$ cat src/rtl/sqrt.sv
// Iterative unsigned square root: 16-bit radicand -> 8-bit floor root, one root bit per clock.
// Optional remainder output rem_bo is enabled by defining SQRT_REM_EN.
module sqrt (
    input  logic        clk_i,
    input  logic        rst_i,
    input  logic [15:0] x_bi,
    input  logic        start_i,
    output logic        busy_o,
    output logic [7:0]  y_bo
`ifdef SQRT_REM_EN
    ,
    output logic [8:0]  rem_bo
`endif
);

    typedef enum logic [0:0] {
        IDLE = 1'b0,
        WORK = 1'b1
    } state_t;

    state_t      state_r, state_n_s;
    logic [15:0] x_r, x_n_s;
    logic [15:0] part_r, part_n_s;
    logic [15:0] m_r, m_n_s;
    logic [3:0]  cnt_r, cnt_n_s;
    logic        busy_r, busy_n_s;
    logic [7:0]  y_r, y_n_s;
    logic [15:0] b_s;
`ifdef SQRT_REM_EN
    logic [8:0]  rem_r, rem_n_s;
`endif

    // Next-state, datapath and result computation for one digit per cycle.
    always_comb begin
        state_n_s = state_r;
        x_n_s     = x_r;
        part_n_s  = part_r;
        m_n_s     = m_r;
        cnt_n_s   = cnt_r;
        busy_n_s  = busy_r;
        y_n_s     = y_r;
`ifdef SQRT_REM_EN
        rem_n_s   = rem_r;
`endif
        b_s       = part_r | m_r;

        case (state_r)
            IDLE: begin
                if (start_i) begin
                    x_n_s     = x_bi;
                    part_n_s  = 16'h0000;
                    m_n_s     = 16'h4000;
                    cnt_n_s   = 4'd0;
                    busy_n_s  = 1'b1;
                    state_n_s = WORK;
                end else begin
                    state_n_s = IDLE;
                end
            end
            WORK: begin
                // part_r and m_r never overlap, so OR is the trial sum root+bit.
                if (x_r >= b_s) begin
                    x_n_s    = x_r - b_s;
                    part_n_s = (part_r >> 1) | m_r;
                end else begin
                    part_n_s = part_r >> 1;
                end
                m_n_s   = m_r >> 2;
                cnt_n_s = cnt_r + 4'd1;
                if (cnt_r == 4'd7) begin
                    y_n_s     = part_n_s[7:0];
`ifdef SQRT_REM_EN
                    rem_n_s   = x_n_s[8:0];
`endif
                    busy_n_s  = 1'b0;
                    state_n_s = IDLE;
                end else begin
                    state_n_s = WORK;
                end
            end
            default: begin
                busy_n_s  = 1'b0;
                state_n_s = IDLE;
            end
        endcase
    end

    // State and output registers with synchronous reset that aborts any computation.
    always_ff @(posedge clk_i) begin
        if (rst_i) begin
            state_r <= IDLE;
            x_r     <= 16'h0000;
            part_r  <= 16'h0000;
            m_r     <= 16'h0000;
            cnt_r   <= 4'd0;
            busy_r  <= 1'b0;
            y_r     <= 8'd0;
`ifdef SQRT_REM_EN
            rem_r   <= 9'd0;
`endif
        end else begin
            state_r <= state_n_s;
            x_r     <= x_n_s;
            part_r  <= part_n_s;
            m_r     <= m_n_s;
            cnt_r   <= cnt_n_s;
            busy_r  <= busy_n_s;
            y_r     <= y_n_s;
`ifdef SQRT_REM_EN
            rem_r   <= rem_n_s;
`endif
        end
    end

    assign busy_o = busy_r;
    assign y_bo   = y_r;
`ifdef SQRT_REM_EN
    assign rem_bo = rem_r;
`endif

endmodule
$ cat config.mk
export PLATFORM = sky130hd
export DESIGN_NAME = sqrt
export DESIGN_NICKNAME = d
export VERILOG_FILES = /design/src/rtl/sqrt.sv
export SDC_FILE = /design/constraint.sdc
export NUM_CORES = 1
export LEC_CHECK = 0
export BUFFER_PORTS_ARGS = -buffer_cell sky130_fd_sc_hd__buf_2
export CAP_MARGIN = 10
export CORE_MARGIN = 5
export CORE_UTILIZATION = 59
export DETAILED_ROUTE_END_ITERATION = 12
export PLACE_DENSITY = 0.82
export SLEW_MARGIN = 20
export SYNTH_ARGS = -nofsm -noshare
export SYNTH_HDL_FRONTEND = slang
export SYNTH_SLANG_ARGS = --single-unit
$ cat constraint.sdc
create_clock -name clk_i -period 3 [get_ports clk_i]
set_input_delay 0.15 -clock clk_i [delete_from_list [all_inputs] [get_ports clk_i]]
set_output_delay 0.15 -clock clk_i [all_outputs]
set_load 0.02 [all_outputs]
==> metrics.md <==
| Metric | Value |
|---|---|
| Status | complete, no violations |
| Number of sinks on the clock net | 53 |
| Worst-Margin Slew | 659 ps |
| Layout Area Growth over Synthesis | 7.68% |
| Die extent in x | between 80 and 90 um |
| Post-CTS setup buffer count | 0 |
| Final-stage net count | about 430 |
| R2R Path End | x_r[14]$_SDFFE_PP0P_ |
| Hold Path Stages | 3 |
| LEAKAGE | ~1.3 nW |
| Register-to-register setup slack | around 350 ps |
| Area share of the largest cell type after synthesis | 35.0% |
| Mux share of post-synthesis cell area | 4.05% |
| Vertical extent of the die | just over 80 um |
| Antenna Violating Nets Remaining | 0 |
| RR Startpoint | m_r[0]$_SDFFE_PP0P_ |
| Hold WC Path Type | input pin to flip-flop |
| Number of endpoints with negative hold slack in the final report | 0 |
| Dpl hpwl | slightly below 5000 um |
| Mapped cell area | 3030 um^2 |
| Area of the die | 6670 um^2 |
| Async set-reset flop share out of synthesis | 0% |
| Unrepaired setup endpoints after global routing | no |
| Ranking of synthesized cells by area | dfxtp_1, nor2_1, a21oi_1 |
| Pin count of the biggest net entering global routing | between 40 and 50 |
| I/O pin count | 28 |
| Library cells used by synthesis | 53 |
| Crit Path Class | flip-flop to flip-flop |
| Post-synth net total | 412 |
| Wire length of the first global-routing pass | 11,800 um |
| Cell chosen for the clock root | clkbuf_8 |
| Simple logic cell fraction of the synthesized area | 21.3% |
| Largest area contributor in the netlist | dfxtp_1 |
| Final-layout worst hold slack | between 100 and 150 ps |
| Number of enable flip-flop cells after synthesis | 0 |
| Total grt overflow | 0 |
| Antenna violations before repair | 0 |
| Fraction of the mapped netlist area in compound gates | 25.2% |
| Worst clock skew on the final layout | 11.3 ps |
| Clock edge transition at the registers on the reported setup and hold paths | 100 ps |
| Element type at the critical path start | flip-flop |
| Crit path from | m_r[0]$_SDFFE_PP0P_ |
| Layout cell share with drive strength beyond 1 | 13.7% |
| Residual DRC | 0 |
| Worst-skew pair later-pin latency | around 310 ps |
| Final critical delay including setup and external delays | 2650 ps |
| Adder-cell share of the synthesized area | 7.27% |
| Effective utilization at floorplan | 60.1% |
| Warnings from Yosys | 0 |
| Worst EP arrival | 2880 ps |
| Post-detailed-placement cell area | 3170 um^2 |
| CTS tree | done |
| Reg2reg path depth | 10 |
| # port buffers | 27 |
| Share of synthesized area occupied by flip-flops and latches | 35.0% |
| Main combinational cell family by area after synthesis | compound AO/OA/AOI/OAI gates |
| Post-detailed-route via-to-cell ratio | 5.88 |
| Number of design-rule violations left by the first detailed-router iteration | 254 |
| Max-capacitance violation count | 0 |
| Worst slew slack as a fraction of its limit | between 50% and 60% |
| Diode count | 0 |
| Quantity of gates resized following cts | 0 |
| Inserted Clock Buffers | 5 |
| Final setup violation count | 0 |
| Worst-path maximum fanout | 5 |
| Worst Path Required | between 3000 and 4000 ps |
| Power density normalized to cell area | 584 nW/um^2 |
| Startpoint of the most critical hold path | x_bi[7] |
| Endpoint of the worst hold-timing path | x_r[7]$_SDFFE_PP0P_ |
| Total count of max-transition violations in the final report | 0 |
| VDD IR-drop max | around 0.37 mV |
| Share of the clock period used by the worst path after layout | 88.4% |
| Worst-case clock buffer depth | 2 |
| Syn_area_per_cell | between 8 and 9 um^2 |
| Via count of the first global-routing pass | between 2,000 and 3,000 |
| Post-synthesis instance total | 376 |
| Number of iterations in the first detailed-routing pass | 4 |
| H-tree depth | 2 |
| Final weighted congestion in routability-driven placement | 0.912 |
| Nature of the critical path endpoint | flip-flop |
| Final cell area excluding filler cells | 3260 um^2 |
| Wire per inst | 14.9 um |
| Aggregate negative setup slack | 0 ps |
| Placeable core area | 5040 um^2 |
| Synth Area in XOR/XNOR | 1.45% |
| Number of flip-flops and latches in the synthesized netlist | 53 |
| Total track usage | 22.5% |
| Standard-cell row count | 26 |
| Achievable clock frequency | about 380 MHz |
| Hold buffer count at cts | 0 |
| Total routed wirelength | 6910 um |
| Dominant register cell in the synthesized netlist | dfxtp_1 |
| Via count | around 2,700 |
-- worst max-delay path, cell delays in order (launching register included) --
cell      delay, ps
dfxtp_1         330
or2_2           290
ha_1            190
inv_1            70
fa_1            210
nand3_2         120
a21boi_1        280
a21oi_1         180
a31oi_1         280
mux2_2          380
a311oi_2        240
-- cell families (layout without fill, tap and decap cells) --
kind of cell | count (synthesis) | in the layout
XOR/XNOR | 5 | 5
buffers and inverters | 39 | 56
AO/OA/AOI/OAI | 113 | 113
flip-flops | 53 | 53
AND/OR/NAND/NOR | 137 | 137
adder cells (fa/ha/maj) | 17 | 17
multiplexers | 12 | 12
-- cell usage in the layout (no fill, tap or decap), types with 5 or more instances in the layout --
master	count
clkbuf_8	5
a21oi_1	43
a21o_1	7
o21a_1	5
nor3_1	12
nand2_1	25
nor3b_1	11
o21ai_0	13
mux2i_1	10
inv_1	17
buf_2	27
a211oi_1	16
ha_1	16
nor2_1	62
dfxtp_1	52
-- power breakdown --
part	switching [mW]	internal (mW)
Sequential	0.0362	0.749
Combinational	0.420	0.288
Clock	0.248	0.166
Total	0.704	1.20
-- per-layer routing --
| metal | wire length [um] | track usage (%) | part of all wire, % |
|---|---|---|---|
| met3 | 345 | 3.95 | 5.0 |
| met4 | 106 | 7.31 | 1.5 |
| met1 | 3230 | 30.2 | 47 |
| met2 | 3230 | 36.9 | 47 |
| met5 | 0 | 0 | 0 |
-- cell type report --
class | count | area [um^2]
inverter | 18 | 67.6
timing repair buffer | 30 | 158
sequential | 53 | 1060
multi-input combinational | 284 | 1800
clock inverter | 3 | 21.3
fill | 465 | 1780
clock buffer | 5 | 68.8
tap | 70 | 87.6
-- worst max path at each step --
stage	endpoint	slack, ps	cells after the start
4_1_cts	x_r[14]$_SDFFE_PP0P_	390	10
3_3_place_gp	x_r[14]$_SDFFE_PP0P_	490	10
2_1_floorplan	x_r[7]$_SDFFE_PP0P_	690	11
5_1_grt	x_r[14]$_SDFFE_PP0P_	180	10
3_5_place_dp	x_r[14]$_SDFFE_PP0P_	430	10
6_report	x_r[14]$_SDFFE_PP0P_	350	10
-- metrics by stage --
| step | utilization (%) | instances | total power [mW] | worst slack (ps) |
|---|---|---|---|---|
| floorplan | - | 376 | 1.36 | 691 |
| global placement | 62.9 | 455 | 1.48 | 485 |
| detailed placement | 62.9 | 455 | 1.49 | 428 |
| CTS | 64.7 | 463 | 1.92 | 390 |
| global route | 64.7 | 463 | 2.04 | 178 |
| finish | 64.7 | 463 | 1.91 | 347 |
-- Yosys cell counts, types with 2 or more instances --
library cell and n:
nor2_1 62, dfxtp_1 53, a21oi_1 43, nand2_1 25, inv_1 17, a211oi_1 16
ha_1 16, clkbuf_1 13, o21ai_0 13, nor3_1 12, nor3b_1 11, mux2i_1 10
a21o_1 7, o21a_1 5, a311oi_1 4, nand2b_1 4, nand3_1 4, nand4_1 4
xnor2_1 4, a211oi_2 3, a311oi_2 3, a31oi_1 3, buf_1 3, buf_6 3
or2_2 3, or3_1 3, a22oi_1 2, buf_2 2, mux2_2 2, nor2b_1 2
o21ai_1 2
-- flip-flops by register name, indices dropped and copies added, names as in the netlist --
name and cells:
busy_o 1, cnt_r 4, m_r 8, part_r 15, state_r 1, x_r 16, y_bo 8
(Power assumes the default switching activity.)
